[src/rtl/modexp_sequencer_pkg.sv]
// Shared definitions for the modular-exponentiation sequencer: FSM encoding and default sizing.
package modexp_sequencer_pkg;

    localparam int DEFAULT_WIDTH   = 32;
    localparam int DEFAULT_TIMEOUT = 4096;

    typedef enum logic [2:0] {
        ST_IDLE     = 3'd0,
        ST_LOAD     = 3'd1,
        ST_SQ_REQ   = 3'd2,
        ST_SQ_WAIT  = 3'd3,
        ST_MUL_REQ  = 3'd4,
        ST_MUL_WAIT = 3'd5,
        ST_NEXT     = 3'd6,
        ST_FINISH   = 3'd7
    } state_t;

endpackage

[src/rtl/modexp_sequencer_msb_index.sv]
// Combinational priority encoder: position of the highest set bit plus an any-bit-set flag.
module msb_index #(
    parameter int WIDTH = 32,
    parameter int IDXW  = $clog2(WIDTH)
) (
    input  logic [WIDTH-1:0] value,
    output logic [IDXW-1:0]  index,
    output logic             any_set
);

    // Ascending scan so the last (highest) set bit wins.
    always_comb begin
        index   = '0;
        any_set = 1'b0;
        for (int i = 0; i < WIDTH; i++) begin
            if (value[i]) begin
                index   = IDXW'(i);
                any_set = 1'b1;
            end
        end
    end

endmodule

[src/rtl/modexp_sequencer.sv]
// Left-to-right square-and-multiply sequencer driving an external modmul engine, with a watchdog.
module modexp_sequencer
    import modexp_sequencer_pkg::*;
#(
    parameter int WIDTH   = DEFAULT_WIDTH,
    parameter int TIMEOUT = DEFAULT_TIMEOUT
) (
    input  logic             clk,
    input  logic             rst,
    input  logic             start,
    input  logic [WIDTH-1:0] base,
    input  logic [WIDTH-1:0] exponent,
    input  logic [WIDTH-1:0] modulus,
    output logic             busy,
    output logic             result_valid,
    output logic [WIDTH-1:0] result,
    output logic             error,
    output logic             mm_start,
    output logic [WIDTH-1:0] mm_a,
    output logic [WIDTH-1:0] mm_b,
    output logic [WIDTH-1:0] mm_n,
    input  logic             mm_done,
    input  logic [WIDTH-1:0] mm_result,
    output state_t           dbg_state
);

    localparam int IDXW = $clog2(WIDTH);
    localparam int CNTW = $clog2(TIMEOUT + 1);

    // Engine handshake: mm_start is a one-cycle request with mm_a/mm_b/mm_n already valid and held
    // until the engine answers; the engine answers with a single mm_done pulse carrying mm_result.
    // Only one request is ever outstanding, and mm_done outside a WAIT state is dropped.

    state_t            state;
    logic [WIDTH-1:0]  base_r;
    logic [WIDTH-1:0]  exp_r;
    logic [WIDTH-1:0]  acc;
    logic [IDXW-1:0]   idx;
    logic [CNTW-1:0]   wait_cnt;
    logic              err_r;
    logic [IDXW-1:0]   exp_msb;
    logic              exp_any;
    logic              wait_expired;

    msb_index #(.WIDTH(WIDTH), .IDXW(IDXW)) u_msb_index (
        .value   (exp_r),
        .index   (exp_msb),
        .any_set (exp_any)
    );

    assign wait_expired = (wait_cnt == CNTW'(TIMEOUT - 1));
    assign dbg_state    = state;

    always_ff @(posedge clk or posedge rst) begin
        if (rst) begin
            state        <= ST_IDLE;
            busy         <= 1'b0;
            result_valid <= 1'b0;
            result       <= '0;
            error        <= 1'b0;
            mm_start     <= 1'b0;
            mm_a         <= '0;
            mm_b         <= '0;
            mm_n         <= '0;
            base_r       <= '0;
            exp_r        <= '0;
            acc          <= '0;
            idx          <= '0;
            wait_cnt     <= '0;
            err_r        <= 1'b0;
        end else begin
            mm_start     <= 1'b0;
            result_valid <= 1'b0;
            case (state)
                ST_IDLE: begin
                    if (start) begin
                        base_r <= base;
                        exp_r  <= exponent;
                        mm_n   <= modulus;
                        err_r  <= 1'b0;
                        busy   <= 1'b1;
                        state  <= ST_LOAD;
                    end
                end
                ST_LOAD: begin
                    if (mm_n == '0 || base_r >= mm_n) begin
                        err_r <= 1'b1;
                        acc   <= '0;
                        state <= ST_FINISH;
                    end else if (mm_n == WIDTH'(1)) begin
                        acc   <= '0;
                        state <= ST_FINISH;
                    end else if (!exp_any) begin
                        acc   <= WIDTH'(1);
                        state <= ST_FINISH;
                    end else begin
                        // The top set bit is consumed by loading acc with base.
                        acc <= base_r;
                        if (exp_msb == '0) begin
                            state <= ST_FINISH;
                        end else begin
                            idx   <= exp_msb - IDXW'(1);
                            state <= ST_SQ_REQ;
                        end
                    end
                end
                ST_SQ_REQ: begin
                    mm_start <= 1'b1;
                    mm_a     <= acc;
                    mm_b     <= acc;
                    wait_cnt <= '0;
                    state    <= ST_SQ_WAIT;
                end
                ST_SQ_WAIT: begin
                    if (mm_done) begin
                        acc   <= mm_result;
                        state <= exp_r[idx] ? ST_MUL_REQ : ST_NEXT;
                    end else if (wait_expired) begin
                        err_r <= 1'b1;
                        acc   <= '0;
                        state <= ST_FINISH;
                    end else begin
                        wait_cnt <= wait_cnt + CNTW'(1);
                    end
                end
                ST_MUL_REQ: begin
                    mm_start <= 1'b1;
                    mm_a     <= acc;
                    mm_b     <= base_r;
                    wait_cnt <= '0;
                    state    <= ST_MUL_WAIT;
                end
                ST_MUL_WAIT: begin
                    if (mm_done) begin
                        acc   <= mm_result;
                        state <= ST_NEXT;
                    end else if (wait_expired) begin
                        err_r <= 1'b1;
                        acc   <= '0;
                        state <= ST_FINISH;
                    end else begin
                        wait_cnt <= wait_cnt + CNTW'(1);
                    end
                end
                ST_NEXT: begin
                    if (idx == '0) begin
                        state <= ST_FINISH;
                    end else begin
                        idx   <= idx - IDXW'(1);
                        state <= ST_SQ_REQ;
                    end
                end
                ST_FINISH: begin
                    result       <= acc;
                    error        <= err_r;
                    result_valid <= 1'b1;
                    busy         <= 1'b0;
                    state        <= ST_IDLE;
                end
                default: state <= ST_IDLE;
            endcase
        end
    end

endmodule

[config.mk]
export PLATFORM = sky130hd
export DESIGN_NAME = modexp_sequencer
export DESIGN_NICKNAME = d
export VERILOG_FILES = /design/src/rtl/modexp_sequencer_pkg.sv /design/src/rtl/modexp_sequencer_msb_index.sv /design/src/rtl/modexp_sequencer.sv
export SDC_FILE = /design/constraint.sdc
export NUM_CORES = 1
export LEC_CHECK = 0
export BUFFER_PORTS_ARGS = -buffer_cell sky130_fd_sc_hd__buf_2
export CORE_ASPECT_RATIO = 1.4
export CORE_UTILIZATION = 45
export DETAILED_ROUTE_END_ITERATION = 8
export MAX_ROUTING_LAYER = met4
export PLACE_DENSITY_LB_ADDON = 0.3
export SETUP_SLACK_MARGIN = 0.02
export SLEW_MARGIN = 10
export SYNTH_ARGS = -nofsm -noshare
export SYNTH_HDL_FRONTEND = slang
export SYNTH_SLANG_ARGS = --single-unit
[constraint.sdc]
create_clock -name clk -period 11.3 [get_ports clk]
set_clock_uncertainty 0.1 [all_clocks]
set_input_delay 0.565 -clock clk [delete_from_list [all_inputs] [get_ports clk]]
set_output_delay 0.565 -clock clk [all_outputs]
set_load 0.01 [all_outputs]
# Word level (Yosys, flattened, before mapping)
# Index checks and enable logic that the tools add are counted.
word_totals:
  regBits: 250
  inputBits: 132
classes:
  eq_ne: 20
  n_lt_le_gt_ge: 2
  n_addsub: 3
  muxes: 101
  n_reduce_logical: 19
ops:
  columns: ["operator", "count"]
  rows:
  - ["32-bit 2-to-1 mux", 5]
  - ["32-bit case mux with 2 select lines", 2]
  - ["5-bit 2-to-1 mux", 21]
  - ["1-bit 2-to-1 mux", 41]
  - ["3-bit 2-to-1 mux", 13]
  - ["32-bit by 1-bit equality test with 1-bit output, second input constant", 1]
  - ["32-bit >= comparator", 1]
  - ["32-bit logical NOT", 1]
  - ["4-bit 2-to-1 mux", 8]
  - ["13-bit 2-to-1 mux", 2]
  - ["13-bit case mux with 2 select lines", 1]
  - ["3-bit case mux with 8 select lines", 1]
  - ["2-bit inequality test, second input constant", 9]
  - ["13-bit by 1-bit adder with 13-bit output, second input constant", 1]
  - ["13-bit by 12-bit equality test with 1-bit output, second input constant", 1]
  - ["3-bit equality test, second input constant", 4]
  - ["5-bit logical NOT", 2]
  - ["5-bit case mux with 2 select lines", 1]
  - ["2-bit nonzero test", 5]
  - ["5-bit by 1-bit subtractor with 5-bit output, second input constant", 2]
  - ["3-bit by 2-bit equality test with 1-bit output, second input constant", 2]
  - ["5-bit by 6-bit < comparator with 1-bit output, second input constant", 1]
  - ["2-bit 2-to-1 mux", 3]
  - ["2-bit AND reduction", 3]
  - ["13 further kinds", 14]

# Logic depth before layout (Yosys ltp)
depth:
  depth_word: 37
  mapped_depth: 11

# Modules after synthesis
# Synthesis repeated with hierarchy kept, for this count alone.
hier_totals:
  cells_unflattened: 1213
  hier_area_um2: 12039.0
modules_own_cells:
  columns: ["module", "area_per_inst_um2", "seq_area_each_um2", "instances", "cells_per_inst"]
  rows:
  - ["modexp_sequencer", 11681.2, 6256.0, 1, 1151]
  - ["msb_index", 357.8, 0.0, 1, 62]

# Worst setup path before layout
# Ideal clock, no wire load.
synth_path:
  path_type: "flip-flop to flip-flop"
  start: "register mm_n[13]"
  end: "register idx[0]"
  slack_ns: 8.782
  arrival_time_ns: 2.292
  stages_incl_launch_ff: 11
  path_cell_list: "dfrtp_1 inv_1 ha_1 a21o_1 a21o_1 a21oi_1 o21ai_0 o211ai_1 nor4bb_2 o21bai_4 mux2_4"
synth_between:
  elab_chain_cells: 4
  word_cells_on_any_way: 7
  cone_classes: "order compare (1); eq/ne (3); reduce/logical (3)"
synth_lines:
  columns: ["element", "line_no", "rtl"]
  rows:
  - ["start: declaration", "modexp_sequencer.sv:21", "output logic [WIDTH-1:0] mm_n,"]
  - ["start signal: assignment", "modexp_sequencer.sv:79", "mm_n <= modulus;"]
  - ["32-bit >= comparator or 32-bit logical NOT (tied branches)", "modexp_sequencer.sv:86", "if (mm_n == '0 || base_r >= mm_n) begin"]
  - ["1-bit logical OR", "modexp_sequencer.sv:86", null]
  - ["2-bit inequality test (no line)", null, null]
  - ["6-bit AND reduction (no line) *", null, null]
  - ["end signal: assignment", "modexp_sequencer.sv:102", "idx <= exp_msb - IDXW'(1);"]
  - ["end signal: assignment", "modexp_sequencer.sv:149", "idx <= idx - IDXW'(1);"]
  - ["end: declaration", "modexp_sequencer.sv:38", "logic [IDXW-1:0] idx;"]
# Every way passes the cells marked *; elsewhere a longest branch is shown, timed or not.
# A chain may end at the register's enable or synchronous reset.

# Final worst setup path
layout_path:
  start: "register state[1] (netlist: dbg_state[1])"
  end: "register wait_cnt[9]"
layout_between:
  elab_chain_cells: 4
  word_cells_on_any_way: 11
  cone_classes: "eq/ne (6); mux (1); reduce/logical (4)"
layout_lines:
  columns: ["element", "line_no", "rtl"]
  rows:
  - ["start: declaration", "modexp_sequencer.sv:34", "state_t state;"]
  - ["start signal: assignment", "modexp_sequencer.sv:117", "state <= exp_r[idx] ? ST_MUL_REQ : ST_NEXT;"]
  - ["3-bit equality test or 3-bit by 2-bit equality test with 1-bit output (tied branches)", "modexp_sequencer.sv:74", "case (state)"]
  - ["2-bit OR reduction (no line)", null, null]
  - ["2-bit inequality test (no line) or 2-bit nonzero test (tied branches)", null, null]
  - ["3-bit AND reduction (no line)", null, null]
  - ["end signal: assignment", "modexp_sequencer.sv:123", "wait_cnt <= wait_cnt + CNTW'(1);"]
  - ["end signal: assignment", "modexp_sequencer.sv:142", "wait_cnt <= wait_cnt + CNTW'(1);"]
  - ["end: declaration", "modexp_sequencer.sv:39", "logic [CNTW-1:0] wait_cnt;"]
# Several ways; a longest one is shown, not always the timed one.

==> results.md <==
- Status: complete, no violations
- DRT Pass-1 Iters: 7
- Largest net degree at the start of global routing: 110
- Gr ovfl total: 0
- Initial core utilization: 45.8%
- Worst EP required: 11.63 ns
- Skew-Pair Late Insertion Delay: 0.52 ns
- Max Freq: ~300 MHz
- Total power: roughly 4.5 mW
- Fillers: about 2300
- Total GRT Usage: 24.3%
- Drt initial violations: 520
- Post_cts resized: 0
- Finished Cell Area: between 10000 and 15000 µm²
- Crit path DAT: between 3 and 4 ns
- Hold-fix buffers at CTS: 0
- Commonest cells after routing, fill and taps aside: buf_2 (266), dfrtp_1 (250), nand2_1 (193)
- Crit end category: flop
- Crit path time final: 3.33 ns
- Nets: approximately 1500
- HPWL Detailed: 21900 µm
- Switching pwr: about 1.8 mW
- Post-synth cell types: between 50 and 60
- Die width: between 100 and 150 µm
- Fin Setup TNS: 0 ns
- Biggest area consumer among synthesized cells: dfrtp_1
- Kind of critical path: reg2reg
- CP Launch Type: flop
- Tcrit/Tclk final: between 20 and 30%
- CTS tree: built
- RSZ-0062 raised after global routing: no
- Worst VDD drop: 0.174 mV
- Vias: between 9000 and 10000
- Core Area: approximately 25000 µm²
- Logic pwr share: approximately two fifths
- Pwr Density: roughly 320 nW/µm²
- Clock group share of total power: around a fifth
- Die ar.: 26400 µm²
- Clock root buffer: clkbuf_16
- Max-slew violations: 0
- Leakage power: about 6.7 nW
- Seq/Total Area, Yosys: between 50% and 60%
- Yosys warns: 0
- Final setup viols: 0
- Slew HR: a little over a quarter
- Synthesized flop and latch total: 250
- Syn_nets: ~1300
- Int Pwr: 2.68 mW
- H-tree Lvls: 1
- Slew @ Worst Pin: 1.09 ns
- Worst Hold Class: in2async
- DRC errors left: 0
- Initial antenna violation count: 3
- Most common cell after layout, fill and taps aside: buf_2
- Top post-synthesis cells by area: dfrtp_1 (54%), mux2_2 (8.8%), nand2_1 (6.3%), o21ai_0 (3.8%), ha_1 (3.7%)
- Syn Std Cell Area: ~12000 µm²
- Ports: approximately 270
- # Post-CTS Setup Buffers: 0
- Max Cap Viol: 0
- Final Hold Fails: 0
- Die Height: around 190 µm
- Maximum clock insertion buffer count: 3
- Layout area overhead: 21.3%
- Vias in the first global route: about 8900
- Register share of total power: about 39%
- PortBufs: about 270
- Synth top area share: around 54%
- Clock transition at path regs: about 0.070 ns
- Pre-CTS setup slack: approximately 8.0 ns
- Placed Area: approximately 13000 µm²
- Main synth FF type: dfrtp_1
- First-pass GRT wire length: 47900 µm
- Net Sw Frac: between 40% and 50%
- Crit Path Max Fanout: between 40 and 50
- Layout cells sized above 1: around a third
- Mapped Cells: between 1000 and 1500
- Drt wl/cell: between 15 and 20 µm
- Antenna Nets Post-Route: 0
- Asr flop ratio synth: 100%
- DR vias/cell: roughly 5.5
- Mean Syn Cell Area: between 10 and 15 µm²
- Post-synth EDFFs: 0
- Post-Route WL: ~31000 µm
- Clock sink total: 250
- Setup WS post-layout: between 7 and 8 ns
- GPL Wtd Cong: 0.850
- Total CTS buffers: 25
- Site Rows: 69
-- layout make-up --
cell class	count	area [µm²]	share of cell area [%]
flip-flops and latches	250	6260	44.5
diodes	3	7.51	0.0534
well taps	319	399	2.84
inverters	49	191	1.36
repair buffers	274	1390	9.90
clock buffers	34	729	5.19
multi-input cells	729	4960	35.3
clock inverters	8	120	0.855
-- kinds of logic (layout without fill, tap and decap cells) --
group / Yosys count / after routing / synth area share (%)
flops: 250 / 250 / 54.0
simple gates: 335 / 335 / 12.7
fa+ha+maj: 34 / 34 / 3.67
xor+xnor: 12 / 12 / 0.907
other cells: 0 / 3 / 0
mux: 139 / 139 / 14.2
compound gates: 209 / 209 / 11.0
buf+inv: 107 / 365 / 3.49
-- synthesized netlist by cell type (2+ instances only) --
master,instances
and3_1,3
a2111oi_0,2
o211ai_1,3
a22oi_1,31
or4_1,2
o311ai_0,5
a21oi_1,46
or3_1,7
xor2_1,5
nor4b_1,2
clkbuf_1,47
mux2i_1,35
nand4_1,11
dfrtp_1,250
inv_1,48
buf_1,9
a221oi_2,2
a21o_1,9
mux2_4,3
buf_2,2
nor2b_1,2
o21a_1,3
o221ai_1,2
o2111ai_1,2
xnor2_1,7
mux4_2,9
nand3_1,13
nor2_1,63
a31oi_1,3
o22ai_1,2
mux2_2,91
nand2_1,193
nor4_1,17
nor3_1,7
or2_2,2
nor4_2,2
o21ai_0,88
ha_1,34
nand2b_1,6
o31ai_1,3
-- path summary, 6_finish.rpt --
check,from,end,slack [ns],cells past startpoint
worst max-delay path,dbg_state[1],wait_cnt[9],7.97,6
worst min-delay path,rst,mm_a[26],0.06,2
worst max register to register,dbg_state[1],wait_cnt[9],7.97,6
worst min register to register,mm_a[23],mm_a[23],0.37,2
max in group asynchronous,rst,mm_n[15],8.68,4
min in group clk,exponent[11],exp_r[11],0.15,3
-- layer usage --
layer,wire [µm],vias up,track usage [%]
li1,-,4299,-
met1,12700,4425,30.0
met2,15500,299,40.1
met3,1880,65,3.96
met4,1020,0,8.33
met5,0,-,-
-- through the flow --
step | hold WS, ns | instances | utilization (%)
2_1_floorplan | 0.377 | 1086 | -
6_report | 0.0575 | 1666 | 55.6
5_1_grt | 0.148 | 1666 | 55.6
4_1_cts | 0.112 | 1663 | 55.5
3_3_place_gp | 0.352 | 1621 | 52.2
3_5_place_dp | 0.357 | 1621 | 52.2
-- sequential cells by signal, summed over array words and instances (netlist names) --
register      count
acc              32
base_r           32
busy              1
dbg_state         3
err_r             1
error             1
exp_r            32
idx               5
mm_a             32
mm_b             32
mm_n             32
mm_start          1
result           32
result_valid      1
wait_cnt         13
-- worst max-delay path, stage by stage (launching register included) --
cell and delay, ns:
dfrtp_1 0.60, xor2_1 0.52, nand2b_4 0.40, inv_2 0.81
o211ai_1 0.28, or3_1 0.36, a21oi_1 0.14
-- power groups by stage --
stage,combinational [mW],clock [mW],sequential (mW)
2_1_floorplan,1.19,0,1.74
3_3_place_gp,1.81,0,1.75
3_5_place_dp,1.86,0,1.77
4_1_cts,1.87,0.881,1.75
5_1_grt,2.09,0.914,1.82
6_report,1.85,0.861,1.76
Note: power is estimated with default switching activity, not from simulation.
